File: src/rtl/mixpix_readout_seq.sv
// mixpix_readout_seq: readout sequencer for the MixPix pixel array.
// For each pixel set in the frame mask, in ascending index order, it runs
// GAP -> RST -> INTEG -> SAMPLE -> CMP -> CAP. It drives the photodiode
// select/shunt pairs and the analog strobes, and it returns one resynchronised
// comparator bit per pixel.
// Optional build macro MIXPIX_RESULT_REG_EN adds the o_res_word result vector.
// Parameter ranges: N_PIX 2..64, RST_CYC >= 1, SH_CYC >= 1, CMP_CYC >= 2.
// Each phase counter load (RST_CYC-1, SH_CYC-1, CMP_CYC-1) must fit in the
// counter width chosen below.
`timescale 1ns/1ps

module mixpix_readout_seq #(
  parameter int N_PIX   = 12,
  parameter int INT_W   = 8,
  parameter int RST_CYC = 4,
  parameter int SH_CYC  = 2,
  parameter int CMP_CYC = 2
) (
  input  logic             i_clk,
  input  logic             i_rst_n,
  input  logic             i_start,
  input  logic             i_abort,
  input  logic             i_cont,
  input  logic [INT_W-1:0] i_int_time,
  input  logic [N_PIX-1:0] i_pix_mask,
  input  logic             i_cmp_in,
  output logic [N_PIX-1:0] o_pd_a,
  output logic [N_PIX-1:0] o_pd_b,
  output logic             o_sw1,
  output logic             o_sw2,
  output logic             o_sh_rst,
  output logic             o_sh,
  output logic             o_sh_cmp,
  output logic             o_busy,
  output logic             o_res_valid,
  output logic [5:0]       o_res_pix,
  output logic             o_res_bit,
  output logic             o_frame_done
`ifdef MIXPIX_RESULT_REG_EN
  ,
  output logic [N_PIX-1:0] o_res_word
`endif
);

  // Phase down-counter width. It is wide enough for the integration time
  // and for fixed phase lengths of up to 256 cycles.
  localparam int CNT_W = (INT_W > 8) ? INT_W : 8;

  typedef enum logic [2:0] {
    S_IDLE,
    S_GAP,
    S_RST,
    S_INTEG,
    S_SAMPLE,
    S_CMP,
    S_CAP
  } state_t;

  // Lowest set bit of mask whose index is >= from; MSB of the result = found
  function automatic logic [6:0] f_find(input logic [N_PIX-1:0] mask, input int from);
    logic [6:0] res;
    res = '0;
    for (int i = N_PIX - 1; i >= 0; i--) begin
      if (mask[i] && (i >= from)) res = {1'b1, 6'(i)};
    end
    return res;
  endfunction

  state_t           r_state;
  logic [CNT_W-1:0] r_cnt;
  logic [5:0]       r_pix;
  logic [N_PIX-1:0] r_mask;
  logic [INT_W-1:0] r_int;
  logic             r_busy;
  logic             r_sync1;
  logic             r_cmp_s;
  logic [N_PIX-1:0] r_pd_a;
  logic [N_PIX-1:0] r_pd_b;
  logic             r_sw1;
  logic             r_sw2;
  logic             r_sh_rst;
  logic             r_sh;
  logic             r_sh_cmp;
  logic             r_res_valid;
  logic [5:0]       r_res_pix;
  logic             r_res_bit;
  logic             r_frame_done;

  state_t           w_state_next;
  logic [CNT_W-1:0] w_cnt_next;
  logic [5:0]       w_pix_next;
  logic             w_latch;
  logic             w_res_fire;
  logic             w_done_next;
  logic             w_busy_next;
  logic [6:0]       w_first;
  logic [6:0]       w_succ;
  logic [CNT_W-1:0] w_int_load;
  logic [N_PIX-1:0] w_pix_onehot;
  logic             w_bus_on;
  logic             w_shunt_off;

  // First pixel of a new frame comes from the live mask, because it is latched
  // at the same edge. The successor pixel comes from the latched mask.
  assign w_first    = f_find(i_pix_mask, 0);
  assign w_succ     = f_find(r_mask, int'(r_pix) + 1);
  // An integration time of 0 behaves as 1 cycle, so the counter load is T-1.
  assign w_int_load = (r_int == '0) ? '0 : (CNT_W'(r_int) - CNT_W'(1));

  // One-hot decode of the pixel that the next state will address
  genvar gi;
  generate
    for (gi = 0; gi < N_PIX; gi++) begin : g_onehot
      assign w_pix_onehot[gi] = (w_pix_next == 6'(gi));
    end
  endgenerate

  assign w_bus_on    = (w_state_next == S_RST) || (w_state_next == S_INTEG) ||
                       (w_state_next == S_SAMPLE);
  assign w_shunt_off = w_bus_on || (w_state_next == S_GAP) || (w_state_next == S_CMP);

  // Next-state, counter, pixel and event decode; abort overrides everything
  always_comb begin
    w_state_next = r_state;
    w_cnt_next   = r_cnt;
    w_pix_next   = r_pix;
    w_latch      = 1'b0;
    w_res_fire   = 1'b0;
    w_done_next  = 1'b0;
    w_busy_next  = r_busy;
    if (i_abort) begin
      w_state_next = S_IDLE;
      w_cnt_next   = '0;
      w_busy_next  = 1'b0;
    end else begin
      case (r_state)
        S_IDLE: begin
          // r_busy is still high here for one cycle after the final CAP,
          // so a start that arrives during frame_done is ignored.
          w_busy_next = 1'b0;
          if (i_start && !r_busy) begin
            w_latch = 1'b1;
            if (w_first[6]) begin
              w_state_next = S_GAP;
              w_pix_next   = w_first[5:0];
              w_busy_next  = 1'b1;
            end else begin
              w_done_next = 1'b1;
            end
          end
        end
        S_GAP: begin
          w_state_next = S_RST;
          w_cnt_next   = CNT_W'(RST_CYC - 1);
        end
        S_RST: begin
          if (r_cnt == '0) begin
            w_state_next = S_INTEG;
            w_cnt_next   = w_int_load;
          end else begin
            w_cnt_next = r_cnt - CNT_W'(1);
          end
        end
        S_INTEG: begin
          if (r_cnt == '0) begin
            w_state_next = S_SAMPLE;
            w_cnt_next   = CNT_W'(SH_CYC - 1);
          end else begin
            w_cnt_next = r_cnt - CNT_W'(1);
          end
        end
        S_SAMPLE: begin
          if (r_cnt == '0) begin
            w_state_next = S_CMP;
            w_cnt_next   = CNT_W'(CMP_CYC - 1);
          end else begin
            w_cnt_next = r_cnt - CNT_W'(1);
          end
        end
        S_CMP: begin
          if (r_cnt == '0) begin
            w_state_next = S_CAP;
          end else begin
            w_cnt_next = r_cnt - CNT_W'(1);
          end
        end
        S_CAP: begin
          w_res_fire = 1'b1;
          if (w_succ[6]) begin
            w_state_next = S_GAP;
            w_pix_next   = w_succ[5:0];
          end else begin
            w_done_next = 1'b1;
            if (i_cont && w_first[6]) begin
              // Back-to-back frame: relatch inputs, with no idle cycle
              w_latch      = 1'b1;
              w_state_next = S_GAP;
              w_pix_next   = w_first[5:0];
            end else begin
              // busy stays high during the frame_done cycle, then drops in IDLE
              w_state_next = S_IDLE;
            end
          end
        end
        default: begin
          w_state_next = S_IDLE;
          w_busy_next  = 1'b0;
        end
      endcase
    end
  end

  // Sequencer state and all strobes registered from the decoded next state
  always_ff @(posedge i_clk or negedge i_rst_n) begin
    if (!i_rst_n) begin
      r_state      <= S_IDLE;
      r_cnt        <= '0;
      r_pix        <= '0;
      r_mask       <= '0;
      r_int        <= '0;
      r_busy       <= 1'b0;
      r_pd_a       <= '0;
      r_pd_b       <= '1;
      r_sw1        <= 1'b0;
      r_sw2        <= 1'b0;
      r_sh_rst     <= 1'b0;
      r_sh         <= 1'b0;
      r_sh_cmp     <= 1'b0;
      r_res_valid  <= 1'b0;
      r_res_pix    <= '0;
      r_res_bit    <= 1'b0;
      r_frame_done <= 1'b0;
    end else begin
      r_state      <= w_state_next;
      r_cnt        <= w_cnt_next;
      r_pix        <= w_pix_next;
      r_busy       <= w_busy_next;
      if (w_latch) begin
        r_mask <= i_pix_mask;
        r_int  <= i_int_time;
      end
      r_pd_a       <= w_bus_on ? w_pix_onehot : '0;
      r_pd_b       <= w_shunt_off ? ~w_pix_onehot : '1;
      r_sh_rst     <= (w_state_next == S_RST);
      r_sw1        <= (w_state_next == S_INTEG);
      r_sh         <= (w_state_next == S_SAMPLE);
      r_sh_cmp     <= (w_state_next == S_CMP);
      r_sw2        <= (w_state_next == S_CMP);
      r_res_valid  <= w_res_fire;
      r_frame_done <= w_done_next;
      if (w_res_fire) begin
        r_res_pix <= r_pix;
        r_res_bit <= r_cmp_s;
      end
    end
  end

  // Two-flop synchroniser for the asynchronous comparator output
  always_ff @(posedge i_clk or negedge i_rst_n) begin
    if (!i_rst_n) begin
      r_sync1 <= 1'b0;
      r_cmp_s <= 1'b0;
    end else begin
      r_sync1 <= i_cmp_in;
      r_cmp_s <= r_sync1;
    end
  end

`ifdef MIXPIX_RESULT_REG_EN
  logic [N_PIX-1:0] r_res_word;
  logic             w_word_clr;

  // Clear on an explicit start. In continuous mode, clear at the end of the
  // first GAP, so the completed frame stays readable during frame_done.
  assign w_word_clr = (r_state == S_IDLE && w_latch) ||
                      (r_state == S_GAP && r_frame_done);

  generate
    for (gi = 0; gi < N_PIX; gi++) begin : g_res_word
      // Bit gi captures the result of pixel gi at the same edge as res_valid
      always_ff @(posedge i_clk or negedge i_rst_n) begin
        if (!i_rst_n) begin
          r_res_word[gi] <= 1'b0;
        end else if (w_word_clr) begin
          r_res_word[gi] <= 1'b0;
        end else if (w_res_fire && (r_pix == 6'(gi))) begin
          r_res_word[gi] <= r_cmp_s;
        end
      end
    end
  endgenerate

  assign o_res_word = r_res_word;
`endif

  assign o_pd_a       = r_pd_a;
  assign o_pd_b       = r_pd_b;
  assign o_sw1        = r_sw1;
  assign o_sw2        = r_sw2;
  assign o_sh_rst     = r_sh_rst;
  assign o_sh         = r_sh;
  assign o_sh_cmp     = r_sh_cmp;
  assign o_busy       = r_busy;
  assign o_res_valid  = r_res_valid;
  assign o_res_pix    = r_res_pix;
  assign o_res_bit    = r_res_bit;
  assign o_frame_done = r_frame_done;

endmodule

File: config.mk
export PLATFORM = sky130hd
export DESIGN_NAME = mixpix_readout_seq
export DESIGN_NICKNAME = d
export VERILOG_FILES = /design/src/rtl/mixpix_readout_seq.sv
export SDC_FILE = /design/constraint.sdc
export NUM_CORES = 1
export LEC_CHECK = 0
export ABC_AREA = 1
export CAP_MARGIN = 20
export CORE_ASPECT_RATIO = 0.75
export CORE_UTILIZATION = 40
export DETAILED_ROUTE_END_ITERATION = 10
export PLACE_DENSITY_LB_ADDON = 0.12
export SYNTH_ARGS = -nofsm -noshare
export SYNTH_HDL_FRONTEND = slang
export SYNTH_SLANG_ARGS = --single-unit
File: constraint.sdc
create_clock -name i_clk -period 3.8 [get_ports i_clk]
set_input_delay 0.76 -clock i_clk [delete_from_list [all_inputs] [get_ports i_clk]]
set_output_delay 0.76 -clock i_clk [all_outputs]
set_load 0.05 [all_outputs]
==> flow_metrics.py, run 1 <==
metrics = {
    "yosys": {
        "ys.flop_type": "dfrtp_1",
        "avgSynthCellArea_um2": 8.082,
        "synth_area_leaders": "dfrtp_1 (38%), nand2_1 (9.0%), dfstp_2 (7.4%), nor2_1 (6.1%), inv_1 (5.8%)",
        "synth.top_cell.area_share": 0.3834,
        "syn-num-nets": 558,
        "syn_area_mm2": 0.004243,
        "syn_inst": 525,
        "async_reset_ff_frac": 1.000,
        "synth_edf_count": 0,
        "yosys.area.top_type": "dfrtp_1",
        "ys_seq_area_frac": 0.4577,
        "netlist-cell-type-count": 47,
        "yosysWarnings": 0,
        "ys_ff_latch": 77,
    },
    "worst_setup_path": {
        "r2r_cells": 16,
        "critPathTopFamily": "simple AND/OR/NAND/NOR gates",
        "crit_path_start_kind": "flip-flop",
        "r2r_end": "o_pd_b[5]$_DFF_PN1_",
        "r2r_slack_ns": 0.52,
        "cp.arrival_ns": 3.53,
        "crit_top_cell": "o21ai_1",
        "crit_buf_inv": 2,
        "end_kind": "flip-flop",
        "slowest_delay_ns": 0.54,
        "r2r_start": "r_pix[0]$_DFF_PN0_",
        "worstSetupPathType": "flip-flop to flip-flop",
        "crit_fanout": 12,
        "cp_data_required_time_ns": 4.04,
        "crit_path_cell_trace": "inv_1, ha_1, nor2_1, nor2_1, o21ai_1, nand2_1, nand2_2, o21ai_2, nor2_2, nand2_4, o21ai_1, nand4_1, o21ai_1, inv_1, nand2_1, nand4_1",
        "cp_slowest_cell": "dfrtp_1",
    },
    "global_route": {
        "grt_pass1_wl_um": 17840,
        "antenna_found_initial": 0,
        "grt_max_degree": 78,
        "grt_overflow_total": 0,
        "grt_pass1_vias": 3650,
        "track_usage": 0.2063,
    },
    "sta": {
        "setup_violations": 0,
        "hold_viol_final": 0,
        "setup-tns-final_ns": 0,
        "rsz0062_at_grt": "no",
        "period_share": 0.8640,
        "slew_violations": 0,
        "min_period_ns": 3.283,
        "worst_pin_slew_ns": 0.6648,
        "finClkSkew_ns": 0.006310,
        "fmax_mhz": 304.6,
        "slew_headroom": 0.5521,
    },
    "clock_tree": {
        "cts_tree": "done",
        "clockBufferDepth": 2,
        "worstSkewPairLatency_ns": 0.34,
        "cts-buffers-inserted": 9,
        "postCtsSetupRepairBufs": 0,
        "h-tree-depth": 3,
        "cts_sinks": 77,
        "cts_root_buf": "clkbuf_16",
        "clkTransAtPathRegs_ns": 0.06,
        "cts.repair.resized": 0,
        "cts_hold_buf": 0,
    },
    "placed_design": {
        "placed_area_mm2": 0.005030,
        "place_congestion": 0.9182,
        "dpl.hpwl_um": 7828,
        "dpl.cell_count": 720,
        "port_buffers": 64,
    },
    "layout": {
        "fin_util": 0.5215,
        "stdcell_count": 737,
        "n_antenna_cell": 0,
        "design_area_mm2": 0.005366,
        "area_growth_pct": 26.48,
        "nNetsFinal": 629,
        "drive_gt1_frac": 0.1314,
    },
    "run": {
        "drv_cap": 0,
    },
    "floorplanning": {
        "std_cell_rows": 32,
        "num_io_pins": 65,
        "dieArea_mm2": 0.01103,
        "die_h_um": 91.19,
        "core-area_mm2": 0.01029,
        "die_w_um": 120.9,
        "start_util": 0.4123,
    },
    "detailed_routing": {
        "viasPerCell": 5.054,
        "drc_errors": 0,
        "wl_per_cell_um": 14.14,
        "vias": 3725,
        "dr.first_iter.drc_count": 218,
        "drt_pass1_iterations": 5,
        "drt_wl_total_um": 10420,
        "final_antenna_net_count": 0,
    },
    "pwr": {
        "power.density_mw_per_mm2": 561.3,
        "ir_drop_uv": 240.4,
        "p_leak_nw": 2.428,
    },
    "hold_path": {
        "min_path_type": "input pin to asynchronous set/reset pin",
    },
    "outcome": {
        "outcome": "finished, final reports clean",
    },
}
-- power breakdown --
| part | total (W) | internal (W) | switching, W |
|---|---|---|---|
| combinational | 0.00108 | 0.000363 | 0.000715 |
| clock | 0.000886 | 0.000530 | 0.000356 |
| sequential | 0.00105 | 0.000951 | 0.0000975 |
| total | 0.00301 | 0.00184 | 0.00117 |
-- kinds of logic after synthesis --
kind of cell / synth area share
and+or+nand+nor: 0.2728
AOI/OAI and AO/OA: 0.1295
buffers and inverters: 0.07903
DFF: 0.4577
xor gates and xnor gates: 0.02448
adders and majority gates: 0.02064
muxes: 0.01592
-- metrics by stage --
stage                     hold slack [ns]  setup slack [ns]  power (W)
after global placement             0.3326            0.3166   0.002114
after global routing               0.3394            0.1619   0.003211
after floorplan                    0.3312             1.202   0.001835
after CTS                          0.3483            0.5430   0.003019
after detailed placement           0.3347            0.2292   0.002123
final                              0.3229            0.5170   0.003012
-- layout by cell type, fill, tap and decap left out, types with 8 or more instances in the layout --
master	Yosys	final
clkdlybuf4s50_1	0	63
nand4_1	16	16
nor2_1	69	69
nor3_1	10	10
dfrtp_1	65	65
nand2_2	8	8
nand3_1	28	28
o21ai_0	37	37
clkbuf_16	0	9
xor2_1	8	8
dfstp_2	12	12
nand2_1	102	102
a21oi_1	14	14
inv_1	66	66
-- state kept, by name, summed over array words and instances, names as in the netlist --
name,flops
o_sh_cmp,1
o_res_pix,6
o_busy,1
o_res_bit,1
o_sh,1
o_pd_b,12
o_pd_a,12
r_pix,6
r_int,8
r_state,3
r_mask,12
o_frame_done,1
o_sh_rst,1
o_res_valid,1
r_cmp_s,1
r_sync1,1
o_sw1,1
r_cnt,8
-- Yosys cell counts, types with 6 or more instances --
master and n:
nand2_1 102, nor2_1 69, inv_1 66, dfrtp_1 65, o21ai_0 37, nand3_1 28, nand4_1 16, a21oi_1 14
dfstp_2 12, nor3_1 10, nand2_2 8, xor2_1 8, ha_1 7, mux2_2 6, o21ai_1 6
-- how the worst max path moves through the flow --
stage / from / end / slack [ns] / cells after the start
after floorplan: i_pix_mask[1] / o_pd_b[10]$_DFF_PN1_ / 1.20 / 15
after global placement: i_pix_mask[1] / o_pd_a[10]$_DFF_PN0_ / 0.32 / 16
after detailed placement: i_pix_mask[1] / o_pd_a[8]$_DFF_PN0_ / 0.23 / 16
after CTS: r_pix[0]$_DFF_PN0_ / o_pd_b[5]$_DFF_PN1_ / 0.54 / 16
after global routing: i_pix_mask[10] / o_pd_a[8]$_DFF_PN0_ / 0.16 / 16
final: r_pix[0]$_DFF_PN0_ / o_pd_b[5]$_DFF_PN1_ / 0.52 / 16
-- per-layer routing --
metal  track usage  wire length (µm)
met2        0.3000              4476
met3       0.04397               569
met4       0.05967                91
met5             0                 0
met1        0.3054              5280
-- area by class of cell --
type	instances	area, µm²
clock buffers	10	239.0
clock inverters	6	70.07
fillers	982	4923
inverters	71	269.0
multi-input cells	366	1966
flip-flops and latches	77	1942
well taps	136	170.2
repair buffers	71	710.7
Power figures use the tool's default switching activity.
==> inputs of run 2 (changes only) <==
CORE_UTILIZATION = 35   (was 40)
MAX_ROUTING_LAYER = met4   (was unset)
SLEW_MARGIN = 20   (was unset)
==> run 2 against run 1 <==
Against the previous run: wire length is 4.7% higher; critical endpoint is now o_pd_b[4]$_DFF_PN1_; non-clock buffer count down 1; sequential share of layout area up 0.068 points; largest power group unchanged; die area rose by 14%; fmax fell by 1.7%; clock-buffer cell count shrank 1; flip-flop and latch count unchanged; critical path type is now input pin to flip-flop.
==> flow_metrics.py, run 2 (synthesized netlist as in run 1, its figures left out) <==
metrics = {
    "sta": {
        "finClkSkew_ns": 0.004840,
        "setup-tns-final_ns": 0,
        "slew_headroom": 0.5220,
        "min_period_ns": 3.341,
        "rsz0062_at_grt": "no",
        "hold_slack_ns": 0.3529,
        "fmax_mhz": 299.3,
        "hold_viol_final": 0,
        "setup_violations": 0,
        "worst_pin_slew_ns": 0.7170,
        "slew_violations": 0,
        "period_share": 0.8792,
    },
    "pwr": {
        "p_leak_nw": 2.419,
        "power.density_mw_per_mm2": 556.4,
        "ir_drop_uv": 317.8,
    },
    "floorplanning": {
        "dieArea_mm2": 0.01257,
        "die_w_um": 129.1,
        "start_util": 0.3627,
        "core-area_mm2": 0.01170,
        "std_cell_rows": 34,
        "die_h_um": 97.35,
        "num_io_pins": 65,
    },
    "placed_design": {
        "port_buffers": 64,
        "placed_area_mm2": 0.005062,
        "place_congestion": 0.8887,
        "dpl.hpwl_um": 8088,
        "dpl.cell_count": 746,
    },
    "global_route": {
        "use_met2": 0.2787,
        "track_usage": 0.1939,
        "grt_busiest_layer": "met2",
        "grt_max_degree": 78,
        "grt_use_met3": 0.04130,
        "grt_pass1_wl_um": 18390,
        "antenna_found_initial": 0,
        "grt_pass1_vias": 3596,
        "groute.layer.met1.usage": 0.2738,
        "grt_overflow_total": 0,
    },
    "clock_tree": {
        "clockBufferDepth": 2,
        "clkTransAtPathRegs_ns": 0.06,
        "worstSkewPairLatency_ns": 0.33,
        "cts.repair.resized": 0,
        "cts_root_buf": "clkbuf_16",
        "postCtsSetupRepairBufs": 0,
        "cts_hold_buf": 0,
        "cts_tree": "done",
        "h-tree-depth": 3,
        "cts-buffers-inserted": 9,
        "cts_sinks": 77,
    },
    "detailed_routing": {
        "dr.first_iter.drc_count": 274,
        "vias": 3715,
        "drt_pass1_iterations": 5,
        "viasPerCell": 4.875,
        "drt_wl_total_um": 10910,
        "final_antenna_net_count": 0,
        "wl_per_cell_um": 14.32,
        "drc_errors": 0,
    },
    "worst_setup_path": {
        "worstSetupPathType": "input pin to flip-flop",
        "crit_buf_inv": 3,
        "crit_fanout": 11,
        "crit_path_cell_trace": "clkdlybuf4s50_1, nor2_1, nand2_1, nor3_1, inv_1, nand2_2, o21ai_0, nor2_1, o21ai_0, a21oi_1, o21ai_0, a22oi_1, inv_1, nor2_1, nand3_1",
        "cp_data_required_time_ns": 4.04,
        "critPathTopFamily": "simple AND/OR/NAND/NOR gates",
        "end_kind": "flip-flop",
        "cp.arrival_ns": 3.58,
        "crit_path_start_kind": "input pin",
        "cp_slowest_cell": "clkdlybuf4s50_1",
        "slowest_delay_ns": 0.48,
    },
    "layout": {
        "area_growth_pct": 26.25,
        "final_common_cell": "nand2_1",
        "n_antenna_cell": 0,
        "drive_gt1_frac": 0.1283,
        "design_area_mm2": 0.005356,
        "nNetsFinal": 628,
        "most-common-layout-cells": "nand2_1 (102), nor2_1 (69), inv_1 (66)",
        "stdcell_count": 762,
    },
    "outcome": {
        "outcome": "finished, final reports clean",
    },
    "hold_path": {
        "min_path_type": "flip-flop to flip-flop",
    },
    "run": {
        "drv_cap": 0,
    },
}
==> run 2: cell types whose count changed in the layout (fill, tap and decap cells not counted) <==
| cell | previous run | this run |
|---|---|---|
| buf_6 | 0 | 1 |
| clkinv_1 | 0 | 1 |
| clkinv_4 | 1 | 0 |
| clkinvlp_4 | 3 | 1 |
| buf_4 | 7 | 6 |
| buf_16 | 1 | 0 |
| clkinv_2 | 0 | 3 |
| clkbuf_8 | 1 | 0 |
==> run 2: cell type report <==
| cell class | instances | area [µm²] |
|---|---|---|
| fill | 1144 | 6342 |
| multi-input combinational | 366 | 1966 |
| sequential | 77 | 1942 |
| timing repair buffer | 70 | 686.9 |
| inverter | 71 | 269.0 |
| clock buffer | 9 | 225.2 |
| tap | 162 | 202.7 |
| clock inverter | 7 | 65.06 |
==> run 2: worst register-to-register path: stages, from the launching register on <==
cell	delay, ns
dfrtp_1	0.55
inv_1	0.22
ha_1	0.41
nor2_1	0.19
nor2_1	0.07
o21ai_1	0.14
nand2_1	0.07
nand2_2	0.07
o21ai_2	0.09
nor2_2	0.19
nand2_4	0.10
o21ai_1	0.17
nand4_1	0.18
o21ai_1	0.18
inv_1	0.07
nand2_1	0.33
nand4_1	0.17
==> run 2: worst paths after layout <==
kind	slack, ns	to	from	cells after the start
max	0.46	o_pd_b[4]$_DFF_PN1_	i_pix_mask[2]	15
min	0.35	r_cmp_s$_DFF_PN0_	r_sync1$_DFF_PN0_	0
max reg2reg	0.50	o_pd_b[9]$_DFF_PN1_	r_pix[0]$_DFF_PN0_	16
min reg2reg	0.35	r_cmp_s$_DFF_PN0_	r_sync1$_DFF_PN0_	0
max in group asynchronous	2.86	r_mask[0]$_DFFE_PN0P_	i_rst_n	1
min in group asynchronous	0.47	o_pd_a[6]$_DFF_PN0_	i_rst_n	1
==> run 2: power breakdown <==
part | internal, W | switching, W | total [W]
clock | 0.000505 | 0.000344 | 0.000849
sequential | 0.000951 | 0.0000984 | 0.00105
combinational | 0.000361 | 0.000721 | 0.00108
total | 0.00182 | 0.00116 | 0.00298
==> run 2: metrics by stage <==
| stage | util | total power [W] | setup slack, ns |
|---|---|---|---|
| 6_report | 0.4579 | 0.002980 | 0.4589 |
| 3_5_place_dp | 0.4327 | 0.002133 | 0.1880 |
| 3_3_place_gp | 0.4327 | 0.002128 | 0.2742 |
| 5_1_grt | 0.4579 | 0.003190 | 0.09548 |
| 2_1_floorplan | - | 0.001835 | 1.202 |
| 4_1_cts | 0.4575 | 0.003002 | 0.5046 |
==> run 2: routing by layer <==
layer	vias to the layer above	wire, µm
li1	1865	-
met1	1753	5587
met2	89	4716
met3	8	491
met4	0	116
met5	-	0
